## config.mk

```make
export PLATFORM = sky130hd
export DESIGN_NAME = debug_writer
export DESIGN_NICKNAME = d
export VERILOG_FILES = /design/src/rtl/debug_pkg.sv /design/src/rtl/dbg_timeout.sv /design/src/rtl/debug_writer.sv
export SDC_FILE = /design/constraint.sdc
export NUM_CORES = 1
export LEC_CHECK = 0
export ABC_CLOCK_PERIOD_IN_PS = 2150
export CORE_AREA = 2 2 99 77
export CTS_BUF_LIST = sky130_fd_sc_hd__clkbuf_4
export CTS_CLUSTER_SIZE = 25
export DETAILED_ROUTE_END_ITERATION = 6
export DIE_AREA = 0 0 101 79
export PLACE_DENSITY = 0.88
export SETUP_SLACK_MARGIN = 0.4
export SYNTH_ARGS = -nofsm -noshare
export SYNTH_HDL_FRONTEND = slang
export SYNTH_SLANG_ARGS = --single-unit
```

## constraint.sdc

```tcl
create_clock -name clk -period 2.15 [get_ports clk]
set_input_delay 0.43 -clock clk [delete_from_list [all_inputs] [get_ports clk]]
set_output_delay 0.43 -clock clk [all_outputs]
set_load 0.005 [all_outputs]
```

## src/rtl/debug_pkg.sv

```systemverilog
`default_nettype none
// ============================================================================
// Module      : debug_pkg
// Description : Shared definitions for the debug write port. Mode and select
//               encodings are the same ones the state observer decodes, so a
//               debug host uses a single address map for reads and writes.
// Revision    : 1.0 - initial release
// ============================================================================
package debug_pkg;

    // Bus widths, kept in step with the core's bus definitions
    localparam int REG_ADDR_W  = 4;   // RegAddrBus
    localparam int REG_W       = 32;  // RegBus
    localparam int INST_ADDR_W = 32;  // InstAddrBus
    localparam int INST_W      = 32;  // InstBus

    // Target class encodings
    localparam logic [1:0] DBG_MODE_REG = 2'b00;
    localparam logic [1:0] DBG_MODE_SPC = 2'b11;

    // Special-register selects within DBG_MODE_SPC
    localparam logic [REG_ADDR_W-1:0] DBG_SEL_PC = 4'b1110;
    localparam logic [REG_ADDR_W-1:0] DBG_SEL_IR = 4'b1111;

    // Writer FSM states
    typedef enum logic [2:0] {
        ST_IDLE      = 3'd0,
        ST_HALT_WAIT = 3'd1,
        ST_WRITE     = 3'd2,
        ST_RELEASE   = 3'd3,
        ST_DONE      = 3'd4
    } dbg_state_e;

    // A command is legal for any regfile index, or for PC/IR in special mode
    function automatic logic dbg_cmd_legal(input logic [1:0]            mode,
                                           input logic [REG_ADDR_W-1:0] sel);
        return (mode == DBG_MODE_REG) ||
               ((mode == DBG_MODE_SPC) && ((sel == DBG_SEL_PC) || (sel == DBG_SEL_IR)));
    endfunction

endpackage
`default_nettype wire

```

## src/rtl/dbg_timeout.sv

```systemverilog
`default_nettype none
// ============================================================================
// Module      : dbg_timeout
// Description : Clearable, enabled cycle counter bounding the halt handshake.
//               expired_o fires on the cycle whose increment would land on
//               HALT_TIMEOUT, so a waiting state lasts exactly HALT_TIMEOUT
//               cycles before it gives up.
// Revision    : 1.0 - initial release
// ============================================================================
module dbg_timeout #(
    parameter int HALT_TIMEOUT = 255
) (
    input  logic clk,
    input  logic rst_n,
    input  logic clr_i,
    input  logic en_i,
    output logic expired_o
);

    localparam int CNT_W = (HALT_TIMEOUT < 1) ? 1 : $clog2(HALT_TIMEOUT + 1);
    localparam logic [CNT_W-1:0] CNT_LAST = CNT_W'(HALT_TIMEOUT - 1);

    logic [CNT_W-1:0] cnt_q;
    logic [CNT_W-1:0] cnt_d;

    // Clear wins over count so a state change always restarts the window
    always_comb begin
        cnt_d = cnt_q;
        if (clr_i) begin
            cnt_d = '0;
        end else if (en_i) begin
            cnt_d = cnt_q + CNT_W'(1);
        end
    end

    // Counter register
    always_ff @(posedge clk or negedge rst_n) begin
        if (!rst_n) begin
            cnt_q <= '0;
        end else begin
            cnt_q <= cnt_d;
        end
    end

    assign expired_o = en_i & (cnt_q == CNT_LAST);

endmodule
`default_nettype wire

```

## src/rtl/debug_writer.sv

```systemverilog
`default_nettype none
// ============================================================================
// Module      : debug_writer
// Description : Debug write port. Accepts one command, halts the core via
//               halt_req/halt_ack, issues a single-cycle strobe into the
//               regfile, PC or IR, releases the core and reports completion.
// Revision    : 1.0 - initial release
// ============================================================================
module debug_writer
    import debug_pkg::*;
#(
    parameter int HALT_TIMEOUT = 255
) (
    input  logic                   clk,
    input  logic                   rst_n,
    input  logic                   cmd_valid_i,
    output logic                   cmd_ready_o,
    input  logic [1:0]             cmd_mode_i,
    input  logic [REG_ADDR_W-1:0]  cmd_sel_i,
    input  logic [REG_W-1:0]       cmd_data_i,
    output logic                   done_o,
    output logic                   err_o,
    output logic                   halt_req_o,
    input  logic                   halt_ack_i,
    output logic                   reg_we_o,
    output logic [REG_ADDR_W-1:0]  reg_waddr_o,
    output logic [REG_W-1:0]       reg_wdata_o,
    output logic                   pc_we_o,
    output logic [INST_ADDR_W-1:0] pc_o,
    output logic                   ir_we_o,
    output logic [INST_W-1:0]      ir_o
);

    dbg_state_e            state_q, state_d;
    logic [1:0]            mode_q, mode_d;
    logic [REG_ADDR_W-1:0] sel_q, sel_d;
    logic [REG_W-1:0]      data_q, data_d;
    logic                  err_q, err_d;

    logic w_accept;
    logic w_legal;
    logic w_tmo_clr;
    logic w_tmo_en;
    logic w_tmo_expired;

    assign w_accept = cmd_valid_i & (state_q == ST_IDLE);
    assign w_legal  = dbg_cmd_legal(cmd_mode_i, cmd_sel_i);

    // Window restarts on every state change; it only counts while waiting on ack
    assign w_tmo_clr = (state_d != state_q);
    assign w_tmo_en  = (state_q == ST_HALT_WAIT) || (state_q == ST_RELEASE);

    dbg_timeout #(
        .HALT_TIMEOUT(HALT_TIMEOUT)
    ) u_timeout (
        .clk       (clk),
        .rst_n     (rst_n),
        .clr_i     (w_tmo_clr),
        .en_i      (w_tmo_en),
        .expired_o (w_tmo_expired)
    );

    // State register; async reset drops halt_req at once
    always_ff @(posedge clk or negedge rst_n) begin
        if (!rst_n) begin
            state_q <= ST_IDLE;
        end else begin
            state_q <= state_d;
        end
    end

    // Next-state logic; ack takes priority over a simultaneous timeout
    always_comb begin
        state_d = state_q;
        case (state_q)
            ST_IDLE: begin
                if (w_accept) begin
                    state_d = w_legal ? ST_HALT_WAIT : ST_DONE;
                end
            end
            ST_HALT_WAIT: begin
                if (halt_ack_i) begin
                    state_d = ST_WRITE;
                end else if (w_tmo_expired) begin
                    state_d = ST_RELEASE;
                end
            end
            ST_WRITE:   state_d = ST_RELEASE;
            ST_RELEASE: begin
                if (!halt_ack_i || w_tmo_expired) begin
                    state_d = ST_DONE;
                end
            end
            ST_DONE:    state_d = ST_IDLE;
            default:    state_d = ST_IDLE;
        endcase
    end

    // Outputs decoded from the current state only
    always_comb begin
        cmd_ready_o = 1'b0;
        halt_req_o  = 1'b0;
        reg_we_o    = 1'b0;
        pc_we_o     = 1'b0;
        ir_we_o     = 1'b0;
        done_o      = 1'b0;
        err_o       = 1'b0;
        case (state_q)
            ST_IDLE:      cmd_ready_o = 1'b1;
            ST_HALT_WAIT: halt_req_o  = 1'b1;
            ST_WRITE: begin
                halt_req_o = 1'b1;
                reg_we_o   = (mode_q == DBG_MODE_REG);
                pc_we_o    = (mode_q == DBG_MODE_SPC) && (sel_q == DBG_SEL_PC);
                ir_we_o    = (mode_q == DBG_MODE_SPC) && (sel_q == DBG_SEL_IR);
            end
            ST_RELEASE:   ;
            ST_DONE: begin
                done_o = 1'b1;
                err_o  = err_q;
            end
            default:      ;
        endcase
    end

    // Command latch and sticky error flag for the command in flight
    always_comb begin
        mode_d = mode_q;
        sel_d  = sel_q;
        data_d = data_q;
        err_d  = err_q;
        if (w_accept) begin
            mode_d = cmd_mode_i;
            sel_d  = cmd_sel_i;
            data_d = cmd_data_i;
            err_d  = ~w_legal;
        end
        if ((state_q == ST_HALT_WAIT) && !halt_ack_i && w_tmo_expired) begin
            err_d = 1'b1;
        end
        if ((state_q == ST_RELEASE) && halt_ack_i && w_tmo_expired) begin
            err_d = 1'b1;
        end
        if (state_q == ST_DONE) begin
            err_d = 1'b0;
        end
    end

    // Command latch registers
    always_ff @(posedge clk or negedge rst_n) begin
        if (!rst_n) begin
            mode_q <= '0;
            sel_q  <= '0;
            data_q <= '0;
            err_q  <= 1'b0;
        end else begin
            mode_q <= mode_d;
            sel_q  <= sel_d;
            data_q <= data_d;
            err_q  <= err_d;
        end
    end

    // Address/data buses are the latched command; strobes qualify them
    assign reg_waddr_o = sel_q;
    assign reg_wdata_o = data_q;
    assign pc_o        = data_q;
    assign ir_o        = data_q;

endmodule
`default_nettype wire
```

== Word-level counts from Yosys, hierarchy flattened ==
Cells that the tools add are included.

* Equal/unequal tests: 12
* Bitwise operators: 3
* Mux-type cells: 19
* Add/sub/neg operators: 1
* Reductions and logical operators: 18

{| class="wikitable"
|+ Operators with widths
! operator !! count
|-
| $eq A4 B4 Y1 const B || 4
|-
| $mux W8 || 2
|-
| $mux W3 || 5
|-
| $pmux W3 S4 || 1
|-
| $mux W1 || 11
|-
| $add A8 B1 Y8 const B || 1
|-
| $eq A8 B8 Y1 const B || 1
|-
| $logic_and A1 B1 Y1 || 7
|-
| $eq A3 B2 Y1 const B || 2
|-
| $eq A2 B2 Y1 const B || 2
|-
| $logic_not A2 Y1 || 2
|-
| $logic_or A1 B1 Y1 || 4
|-
| $reduce_bool A4 Y1 || 1
|-
| $eq A3 B1 Y1 const B || 1
|-
| $eq A3 B3 Y1 const B || 1
|-
| $logic_not A3 Y1 || 1
|-
| $ne A3 B3 Y1 || 1
|-
| $and A1 B1 Y1 || 2
|-
| $reduce_bool A2 Y1 || 1
|-
| $reduce_or A2 Y1 || 1
|-
| $logic_not A1 Y1 || 1
|-
| $not A1 Y1 || 1
|}

* Register bits: 50
* Logic and storage cells: 59

== Longest topological paths before layout ==
Gate-level depths: netlist (run 1).

* Word-level depth: 9
* Depth in mapped cells: 7

== Cells and area by module ==
Synthesis (run 1) repeated with hierarchy kept, for this count alone.

* Cells, all modules: 309
* Area, all modules: 2,671.3 µm²

{| class="wikitable"
|+ By module, submodules not included
! module !! area each (µm²) !! cells an instance !! times used !! seq. area each (µm²)
|-
| debug_writer || 2,259.7 || 268 || 1 || 1,051.0
|-
| dbg_timeout || 411.6 || 41 || 1 || 200.2
|}

== Worst setup path before layout (run 1) ==
Ideal clock, no wire load.

* Path type: register to register
* Start point: register u_timeout.cnt_q[0]
* End point: register u_timeout.cnt_q[4]
* Slack: 0.649 ns
* Required time: 2.073 ns
* Path buffers: 1
* Arrival time: 1.423 ns
* Cell stages (with the launch flop): 8
* Cell sequence: dfrtp_1 inv_1 ha_1 and3_4 a211oi_2 buf_6 a21oi_1 a21oi_1

* Cells in the longest elaborated chain, start to end: 7

{| class="wikitable"
|+ RTL lines
! what !! RTL line !! text
|-
| start: declaration || dbg_timeout.sv:23 || <nowiki>logic [CNT_W-1:0] cnt_q;</nowiki>
|-
| start signal: assignment || dbg_timeout.sv:41 || <nowiki>cnt_q <= cnt_d;</nowiki>
|-
| $eq A8 B8 Y1 || dbg_timeout.sv:45 || <nowiki>assign expired_o = en_i & (cnt_q == CNT_LAST);</nowiki>
|-
| $and A1 B1 Y1 || dbg_timeout.sv:45 ||
|-
| $mux W3 / $logic_or A1 B1 Y1 (equally long branches) || debug_writer.sv:84, debug_writer.sv:90 ||
|-
| $mux W3, on equally long branches || debug_writer.sv:82, debug_writer.sv:90 ||
|-
| $pmux W3 S4 || debug_writer.sv:75 || <nowiki>case (state_q)</nowiki>
|-
| $ne A3 B3 Y1 || debug_writer.sv:50 || <nowiki>assign w_tmo_clr = (state_d != state_q);</nowiki>
|-
| $mux W8 / $reduce_bool A2 Y1 (equally long branches) || -- ||
|}

Parallel ways exist; a longest one is shown, timed or not. The select of a mux whose other input is x is not followed.
A chain may end at the register's enable or synchronous reset.

== Worst setup path after layout (run 1) ==
* Start point: register state_q[0]
* End point: register data_q[31], in the netlist ir_o[31]

* Cells in the longest elaborated chain, start to end: 2

{| class="wikitable"
|+ RTL lines
! what !! RTL line !! text
|-
| start: declaration || debug_writer.sv:34 || <nowiki>dbg_state_e state_q, state_d;</nowiki>
|-
| start signal: assignment || debug_writer.sv:68 || <nowiki>state_q <= state_d;</nowiki>
|-
| $logic_not A3 Y1 || debug_writer.sv:46 || <nowiki>assign w_accept = cmd_valid_i & (state_q == ST_IDLE);</nowiki>
|-
| $and A1 B1 Y1 || debug_writer.sv:46 ||
|-
| end signal: assignment || debug_writer.sv:159 || <nowiki>data_q <= data_d;</nowiki>
|-
| end: declaration || debug_writer.sv:37 || <nowiki>logic [REG_W-1:0] data_q, data_d;</nowiki>
|}

Every way passes these cells.

==> impl_results.html, run 1 <==
<table>
<tr><th>Metric</th><th>Value</th></tr>
<tr><th colspan="2">Run status</th></tr>
<tr><td>Status</td><td>completed</td></tr>
<tr><th colspan="2">Clock network</th></tr>
<tr><td>CTS tree</td><td>done</td></tr>
<tr><td>Clock root buffer master</td><td>clkbuf_4</td></tr>
<tr><td>Clock sink total</td><td>50</td></tr>
<tr><td>Max Root-Sink Buffers</td><td>2</td></tr>
<tr><td>Clock buffer count from CTS</td><td>5</td></tr>
<tr><td>Clock insertion delay at the later pin of the skew report</td><td>0.38 ns</td></tr>
<tr><td>H-tree level count</td><td>2</td></tr>
<tr><td>Clk slew on worst S/H paths</td><td>0.15 ns</td></tr>
<tr><th colspan="2">Layout</th></tr>
<tr><td>Area of all placed cells without fillers</td><td>4910 um^2</td></tr>
<tr><td>Layout overhead on the synthesized area</td><td>78.0%</td></tr>
<tr><td>Ratio of cells with drive above 1 in the final layout</td><td>36.9%</td></tr>
<tr><td>Number of diodes</td><td>0</td></tr>
<tr><td># nets final</td><td>447</td></tr>
<tr><th colspan="2">Logic synthesis</th></tr>
<tr><td>Synth Net Count</td><td>289</td></tr>
<tr><td>Proportion of register bits with asynchronous set or reset after synthesis</td><td>100%</td></tr>
<tr><td>Primary FF master, synth</td><td>dfrtp_1</td></tr>
<tr><td>Distinct cell type count after synthesis</td><td>42</td></tr>
<tr><td>Seq/Total Area, Yosys</td><td>45.3%</td></tr>
<tr><td>Syn_area_per_cell</td><td>11.3 um^2</td></tr>
<tr><td>Post-synthesis cell count</td><td>245</td></tr>
<tr><td>Post-Synthesis Cell Area</td><td>2760 um^2</td></tr>
<tr><td>Post-synthesis sequential element count</td><td>50</td></tr>
<tr><td>EDFF count, synth</td><td>0</td></tr>
<tr><td>Warning count from the yosys run</td><td>0</td></tr>
<tr><th colspan="2">Worst setup path</th></tr>
<tr><td>Crit-path cells</td><td>buf_6, buf_6, buf_6, nor4b_4, buf_4, buf_6, buf_12, buf_16, mux2_4</td></tr>
<tr><td>Data required time of the critical path</td><td>2.42 ns</td></tr>
<tr><td>Peak per-stage delay on the critical path</td><td>0.44 ns</td></tr>
<tr><td>Critical path fanouts, max</td><td>5</td></tr>
<tr><td>Critical path launch point type</td><td>register</td></tr>
<tr><td>Top cell family by delay on the critical path</td><td>buffers and inverters</td></tr>
<tr><td>Worst R2R Start</td><td>state_q[0]$_DFF_PN0_</td></tr>
<tr><td>Type of the worst setup path</td><td>reg2reg</td></tr>
<tr><td>Worst EP arrival</td><td>2.22 ns</td></tr>
<tr><td>Launching instance or port of the critical path</td><td>state_q[0]$_DFF_PN0_</td></tr>
<tr><td>Count of buffering cells on the critical path with inverters included</td><td>7</td></tr>
<tr><td>Most numerous cell on the critical path</td><td>buf_6</td></tr>
<tr><td>Type of element capturing the critical path</td><td>register</td></tr>
<tr><td>Cell type of the slowest stage on the worst timing path</td><td>dfrtp_2</td></tr>
<tr><th colspan="2">Floorplanning</th></tr>
<tr><td>Die W</td><td>101 um</td></tr>
<tr><td>Initial standard-cell utilization of the core</td><td>38.9%</td></tr>
<tr><td>Std-Cell Core Area</td><td>7090 um^2</td></tr>
<tr><td>Die span in y</td><td>79 um</td></tr>
<tr><td>Die outline area</td><td>7980 um^2</td></tr>
<tr><td># rows</td><td>27</td></tr>
<tr><td>Number of top-level design ports</td><td>149</td></tr>
<tr><th colspan="2">STA</th></tr>
<tr><td>Total Negative Setup Slacks</td><td>0 ns</td></tr>
<tr><td>Worst slew margin relative to its limit</td><td>71.0%</td></tr>
<tr><td>Worst setup margin</td><td>0.198 ns</td></tr>
<tr><td>Share of the clock period used by the worst path</td><td>90.8%</td></tr>
<tr><td>Final-report setup violation count</td><td>0</td></tr>
<tr><td>Tightest Pin Transition</td><td>0.431 ns</td></tr>
<tr><td>Final number of hold-violating endpoints</td><td>0</td></tr>
<tr><td>Final setup skew</td><td>0.0187 ns</td></tr>
<tr><td>RSZ-0062 raised after global routing</td><td>yes</td></tr>
<tr><td>Final slew viol count</td><td>0</td></tr>
<tr><td>FMAX</td><td>0.512 GHz</td></tr>
<tr><td>Shortest clock period the worst path allows after layout</td><td>1.95 ns</td></tr>
<tr><th colspan="2">Global routing</th></tr>
<tr><td>Initial antenna violation count</td><td>0</td></tr>
<tr><td>Via count of the first global-routing pass</td><td>2339</td></tr>
<tr><td>Largest net degree at the start of global routing</td><td>20</td></tr>
<tr><td>Global route overflow</td><td>0</td></tr>
<tr><td>Global-route usage over all layers</td><td>19.3%</td></tr>
<tr><td>Global-route wire length before repair</td><td>12000 um</td></tr>
<tr><th colspan="2">Route</th></tr>
<tr><td>Per-cell via count in the routed design</td><td>5.02</td></tr>
<tr><td>Routed vias</td><td>2466</td></tr>
<tr><td>Number of design-rule violations left by the first detailed-router iteration</td><td>141</td></tr>
<tr><td>Number of remaining DRC errors</td><td>0</td></tr>
<tr><td>Final wirelength</td><td>8970 um</td></tr>
<tr><td>Per-cell routed wire length</td><td>18.3 um</td></tr>
<tr><td>First-pass detailed-route iteration total</td><td>4</td></tr>
<tr><td>Antenna-violating nets left</td><td>0</td></tr>
<tr><th colspan="2">Placed design</th></tr>
<tr><td>Port Buffer Count</td><td>148</td></tr>
<tr><td>Gpl congestion</td><td>0.846</td></tr>
<tr><td>Post-Place Worst Slack</td><td>0.187 ns</td></tr>
<tr><td>Area of placed instances</td><td>3880 um^2</td></tr>
<tr><td>HPWL Detailed</td><td>4970 um</td></tr>
<tr><th colspan="2">Worst hold path</th></tr>
<tr><td>Path class of the lowest-slack min-delay path</td><td>in2async</td></tr>
<tr><th colspan="2">Pwr</th></tr>
<tr><td>Power density normalized to cell area</td><td>1390 nW/um^2</td></tr>
<tr><td>Peak supply drop</td><td>0.000741 V</td></tr>
<tr><td>Leakage power of the design</td><td>2.74 nW</td></tr>
<tr><th colspan="2">Flow run</th></tr>
<tr><td>Number of violations of the max-capacitance limit</td><td>0</td></tr>
</table>
==> cell type report <==
class | instances | area [um^2]
clock buffers | 6 | 45.0
clock inverters | 2 | 8.76
fillers | 474 | 2180
inverters | 4 | 15.0
multi-input cells | 117 | 1170
flip-flops and latches | 50 | 1250
well taps | 87 | 109
repair buffers | 225 | 2310
==> final timing paths <==
path / to / slack [ns] / cells after the start
max in group asynchronous: state_q[2]$_DFF_PN0_ / 1.11 / 3
max: ir_o[31]$_DFFE_PN0P_ / 0.20 / 9
min in group clk: u_timeout.cnt_q[6]$_DFFE_PN0P_ / 0.51 / 1
max reg2reg: ir_o[31]$_DFFE_PN0P_ / 0.20 / 9
min: u_timeout.cnt_q[5]$_DFFE_PN0P_ / 0.45 / 2
min reg2reg: u_timeout.cnt_q[6]$_DFFE_PN0P_ / 0.51 / 1
==> state kept, by name, indices dropped and copies added, names as in the netlist <==
signal / cells
mode_q: 2
ir_o: 32
reg_waddr_o: 4
err_q: 1
state_q: 3
u_timeout.cnt_q: 8
==> metrics by stage <==
stage | std cells | hold slack (ns) | util [%] | total power, mW
2_1_floorplan | 245 | 0.134 | - | 3.63
3_3_place_gp | 416 | 0.347 | 54.7 | 5.04
3_5_place_dp | 416 | 0.352 | 54.7 | 5.16
4_1_cts | 466 | 0.465 | 62.9 | 6.36
5_1_grt | 491 | 0.486 | 69.2 | 7.21
6_report | 491 | 0.452 | 69.2 | 6.84
==> per-layer routing <==
layer / GRT usage, % / part of all wire (%)
met1: 23.6 / 39
met2: 34.7 / 52
met5: 0 / 0
met3: 3.96 / 7.0
met4: 4.73 / 2.1
==> cell families (layout without fill, tap and decap cells) <==
kind of cell    count (synthesis)  after routing  share of synthesized area [%]
simple gates                   45             45                           9.88
mux                            39             39                           15.8
xor+xnor                        2              2                          0.635
flops                          50             50                           45.3
compound gates                 29             29                           6.89
fa+ha+maj                       2              2                          0.906
buf+inv                        78            237                           20.5
==> placed cells by master, fill, tap and decap left out, drive strengths merged, types with 2 or more instances in the layout <==
| cell type | n |
|---|---|
| buf | 83 |
| dlymetal6s2s | 58 |
| dfrtp | 50 |
| clkdlybuf4s50 | 49 |
| mux2 | 37 |
| dlygate4sd2 | 33 |
| a21oi | 8 |
| clkbuf | 7 |
| o21ai | 7 |
| nand4 | 6 |
| nand3 | 6 |
| nand2 | 6 |
| a31oi | 6 |
| nor2 | 6 |
| nand2b | 5 |
| inv | 4 |
| and3 | 4 |
| nor3 | 3 |
| mux2i | 2 |
| ha | 2 |
| and4 | 2 |
| clkinv | 2 |
==> timing repair <==
action,4_1_cts,5_1_grt
endpoints found under the setup margin,97,117
pin swaps,13,5
cloned,5,1
endpoints found under the hold margin,13,0
resized for setup,107,90
hold buffers,1,0
setup buffers,36,24
==> cells in the mapped netlist, types with 2 or more instances <==
master / count / area share [%]
buf_4: 68 / 18
dfrtp_1: 50 / 45
mux2_2: 37 / 15
a21oi_1: 8 / 1.5
a31oi_1: 6 / 1.4
nand2_1: 6 / 0.82
nand3_1: 6 / 1.1
nand4_1: 6 / 1.4
nor2_1: 6 / 0.82
nand2b_1: 5 / 1.1
o21ai_0: 4 / 0.73
and3_1: 3 / 0.68
buf_2: 3 / 0.54
inv_1: 3 / 0.41
nor3_1: 3 / 0.54
buf_6: 2 / 0.82
ha_1: 2 / 0.91
mux2i_1: 2 / 0.73
o21ai_1: 2 / 0.36
==> report_power, final <==
group          leakage (nW)  internal, mW  switching [mW]  total (mW)
sequential            0.607          1.36           0.369        1.73
combinational          2.10          3.07            1.59        4.66
clock                0.0331         0.136           0.313       0.449
No activity file was read; power rests on OpenSTA's default activity.
==> inputs of run 2 (changes only) <==
--- a/config.mk
+++ b/config.mk
@@ -6,13 +6,14 @@
 export NUM_CORES = 1
 export LEC_CHECK = 0
 export ABC_CLOCK_PERIOD_IN_PS = 2150
-export CORE_AREA = 2 2 99 77
+export CORE_AREA = 2 2 98 76
 export CTS_BUF_LIST = sky130_fd_sc_hd__clkbuf_4
 export CTS_CLUSTER_SIZE = 25
 export DETAILED_ROUTE_END_ITERATION = 6
-export DIE_AREA = 0 0 101 79
-export PLACE_DENSITY = 0.88
+export DIE_AREA = 0 0 100 78
+export PLACE_DENSITY = 0.89
 export SETUP_SLACK_MARGIN = 0.4
 export SYNTH_ARGS = -nofsm -noshare
 export SYNTH_HDL_FRONTEND = slang
+export SYNTH_HIERARCHICAL = 1
 export SYNTH_SLANG_ARGS = --single-unit
==> impl_results.html, run 2 <==
<table>
<tr><th>Metric</th><th>Value</th></tr>
<tr><th colspan="2">Placed design</th></tr>
<tr><td>Port Buffer Count</td><td>148</td></tr>
<tr><td>Area of placed instances</td><td>3760 um^2</td></tr>
<tr><td>Gpl congestion</td><td>0.839</td></tr>
<tr><td>Number of instances in the placed design</td><td>474</td></tr>
<tr><td>HPWL Detailed</td><td>5130 um</td></tr>
<tr><th colspan="2">Route</th></tr>
<tr><td>Number of design-rule violations left by the first detailed-router iteration</td><td>172</td></tr>
<tr><td>Antenna-violating nets left</td><td>0</td></tr>
<tr><td>First-pass detailed-route iteration total</td><td>5</td></tr>
<tr><td>Final wirelength</td><td>7870 um</td></tr>
<tr><td>Number of remaining DRC errors</td><td>0</td></tr>
<tr><td>Routed vias</td><td>2476</td></tr>
<tr><td>Per-cell routed wire length</td><td>15.0 um</td></tr>
<tr><td>Per-cell via count in the routed design</td><td>4.73</td></tr>
<tr><th colspan="2">STA</th></tr>
<tr><td>Shortest clock period the worst path allows after layout</td><td>1.89 ns</td></tr>
<tr><td>FMAX</td><td>0.528 GHz</td></tr>
<tr><td>Total Negative Setup Slacks</td><td>0 ns</td></tr>
<tr><td>Hold Slack</td><td>0.441 ns</td></tr>
<tr><td>Share of the clock period used by the worst path</td><td>88.1%</td></tr>
<tr><td>Final setup skew</td><td>0.0227 ns</td></tr>
<tr><td>RSZ-0062 raised after global routing</td><td>yes</td></tr>
<tr><td>Final slew viol count</td><td>0</td></tr>
<tr><td>Tightest Pin Transition</td><td>0.436 ns</td></tr>
<tr><td>Final-report setup violation count</td><td>0</td></tr>
<tr><td>Worst slew margin relative to its limit</td><td>70.9%</td></tr>
<tr><td>Final number of hold-violating endpoints</td><td>0</td></tr>
<tr><th colspan="2">Run status</th></tr>
<tr><td>Status</td><td>completed</td></tr>
<tr><th colspan="2">Logic synthesis</th></tr>
<tr><td>EDFF count, synth</td><td>0</td></tr>
<tr><td>Cell types with the highest counts after synthesis</td><td>nand2_1, buf_4, dfrtp_1</td></tr>
<tr><td>Post-synthesis sequential element count</td><td>50</td></tr>
<tr><td>Synth Net Count</td><td>353</td></tr>
<tr><td>Post-Synthesis Cell Area</td><td>2670 um^2</td></tr>
<tr><td>Warning count from the yosys run</td><td>6</td></tr>
<tr><td>Primary FF master, synth</td><td>dfrtp_1</td></tr>
<tr><td>Dominant cell type by area after synthesis</td><td>dfrtp_1</td></tr>
<tr><td>Proportion of register bits with asynchronous set or reset after synthesis</td><td>100%</td></tr>
<tr><td>Count leader, synth</td><td>nand2_1</td></tr>
<tr><td>Syn_area_per_cell</td><td>8.65 um^2</td></tr>
<tr><td>Seq/Total Area, Yosys</td><td>46.8%</td></tr>
<tr><td>Distinct cell type count after synthesis</td><td>31</td></tr>
<tr><td>Post-synthesis cell count</td><td>309</td></tr>
<tr><td>Area share of the leading cell type in the synthesized netlist</td><td>46.8%</td></tr>
<tr><td>Cells taking the most area after synthesis</td><td>dfrtp_1, buf_4, nand2_1, buf_6, a21oi_1</td></tr>
<tr><th colspan="2">Layout</th></tr>
<tr><td>Post-layout util</td><td>63.8%</td></tr>
<tr><td># nets final</td><td>483</td></tr>
<tr><td>Number of cells in the finished layout apart from fillers</td><td>524</td></tr>
<tr><td>Area of all placed cells without fillers</td><td>4320 um^2</td></tr>
<tr><td>Number of diodes</td><td>0</td></tr>
<tr><td>Layout overhead on the synthesized area</td><td>61.7%</td></tr>
<tr><td>Ratio of cells with drive above 1 in the final layout</td><td>18.4%</td></tr>
<tr><td>Most frequent standard cell in the layout excluding fill and tap cells</td><td>nand2_1</td></tr>
<tr><td>Largest register FFs</td><td>32</td></tr>
<tr><td>Most frequent cells in the layout</td><td>nand2_1, dlymetal6s2s_1, dfrtp_1, clkdlybuf4s50_1, buf_4</td></tr>
<tr><th colspan="2">Pwr</th></tr>
<tr><td>Leakage power of the design</td><td>2.77 nW</td></tr>
<tr><td>Peak supply drop</td><td>0.000498 V</td></tr>
<tr><td>Power density normalized to cell area</td><td>1280 nW/um^2</td></tr>
<tr><th colspan="2">Flow run</th></tr>
<tr><td>Number of violations of the max-capacitance limit</td><td>0</td></tr>
<tr><th colspan="2">Clock network</th></tr>
<tr><td>CTS tree</td><td>done</td></tr>
<tr><td>Clock root buffer master</td><td>clkbuf_4</td></tr>
<tr><td>Clk slew on worst S/H paths</td><td>0.16 ns</td></tr>
<tr><td>Clock buffer count from CTS</td><td>5</td></tr>
<tr><td>H-tree level count</td><td>2</td></tr>
<tr><td>Clock insertion delay at the later pin of the skew report</td><td>0.37 ns</td></tr>
<tr><td>Clock sink total</td><td>50</td></tr>
<tr><td>Max Root-Sink Buffers</td><td>2</td></tr>
<tr><th colspan="2">Worst setup path</th></tr>
<tr><td>Critical path fanouts, max</td><td>3</td></tr>
<tr><td>Data required time of the critical path</td><td>1.72 ns</td></tr>
<tr><td>Worst EP arrival</td><td>1.46 ns</td></tr>
<tr><td>Type of the worst setup path</td><td>reg2out</td></tr>
<tr><td>Type of element capturing the critical path</td><td>output port</td></tr>
<tr><td>Critical path launch point type</td><td>register</td></tr>
<tr><th colspan="2">Floorplanning</th></tr>
<tr><td>Initial standard-cell utilization of the core</td><td>39.5%</td></tr>
<tr><td>Die W</td><td>100 um</td></tr>
<tr><td>Std-Cell Core Area</td><td>6770 um^2</td></tr>
<tr><td>Die span in y</td><td>78 um</td></tr>
<tr><td>Number of top-level design ports</td><td>149</td></tr>
<tr><td>Die outline area</td><td>7800 um^2</td></tr>
<tr><td># rows</td><td>26</td></tr>
<tr><th colspan="2">Global routing</th></tr>
<tr><td>Global-route usage over all layers</td><td>18.1%</td></tr>
<tr><td>Initial antenna violation count</td><td>0</td></tr>
<tr><td>Largest net degree at the start of global routing</td><td>40</td></tr>
<tr><td>Global-route wire length before repair</td><td>11300 um</td></tr>
<tr><td>Via count of the first global-routing pass</td><td>2256</td></tr>
<tr><td>Global route overflow</td><td>0</td></tr>
<tr><th colspan="2">Worst hold path</th></tr>
<tr><td>Path class of the lowest-slack min-delay path</td><td>in2async</td></tr>
</table>
==> run 2: cell count changes in the layout (fill, tap and decap cells not counted), sizes merged, moves of 4 or more <==
cell	delta
dlygate4sd2	+6
mux2	-37
a31oi	-6
clkdlybuf4s50	-4
buf	-24
nand2	+117
==> run 2: cells by family after synthesis <==
family	Yosys count	share of synthesized area, %
mux	1	0.375
xor+xnor	5	1.64
buf+inv	79	21.7
compound gates	15	3.14
fa+ha+maj	2	0.937
simple gates	157	25.4
flops	50	46.8
==> run 2: metal layers <==
metal / track usage (%) / vias to the layer above / part of all wire [%]
met1: 21.5 / 1180 / 38
met4: 2.88 / 0 / 0.32
met3: 4.14 / 4 / 7.4
li1: - / 1161 / -
met5: 0 / - / 0
met2: 33.9 / 131 / 54
==> run 2: cell type report <==
type	count	area, um^2
Sequential cell	50	1250
Multi-Input combinational cell	180	912
Clock inverter	3	42.5
Tap cell	84	105
Inverter	2	7.51
Fill cell	511	2450
Timing Repair Buffer	200	1960
Clock buffer	5	37.5
==> run 2: through the flow <==
| step | worst slack [ns] | power (mW) |
|---|---|---|
| CTS | 0.276 | 5.36 |
| floorplan | 0.430 | 3.35 |
| detailed placement | 0.105 | 4.73 |
| finish | 0.256 | 5.51 |
| global route | 0.184 | 5.88 |
| global placement | 0.232 | 4.62 |
==> run 2: critical path: stages, from the launching register on <==
cell and delay, ns:
dfrtp_1 0.42, buf_6 0.12, nand2b_4 0.06, nor3_4 0.18, nand2_1 0.07, nor2_1 0.12, buf_2 0.14
==> run 2: final timing paths <==
path	start	end	slack, ns	cells after the start
min in group clk	ir_o[22]$_DFFE_PN0P_	ir_o[22]$_DFFE_PN0P_	0.52	2
max reg2reg	state_q[2]$_DFF_PN0_	state_q[0]$_DFF_PN0_	0.33	8
min reg2reg	ir_o[22]$_DFFE_PN0P_	ir_o[22]$_DFFE_PN0P_	0.52	2
max	state_q[1]$_DFF_PN0_	pc_we_o	0.26	6
min	rst_n	err_q$_DFFE_PN0P_	0.44	2
max in group asynchronous	rst_n	state_q[2]$_DFF_PN0_	1.08	3
==> run 2: report_power, final <==
group	switching (mW)	leakage (nW)	internal [mW]
registers	0.325	0.633	1.33
logic	1.34	2.10	1.97
clock network	0.303	0.0432	0.246
total	1.97	2.77	3.54
==> run 2: what timing repair did <==
action	4_1_cts	5_1_grt
pin swaps	9	8
gates resized for setup	81	67
endpoints found under the hold margin	10	0
endpoints found under the setup margin	74	76
setup buffers	22	19
hold buffers	1	0
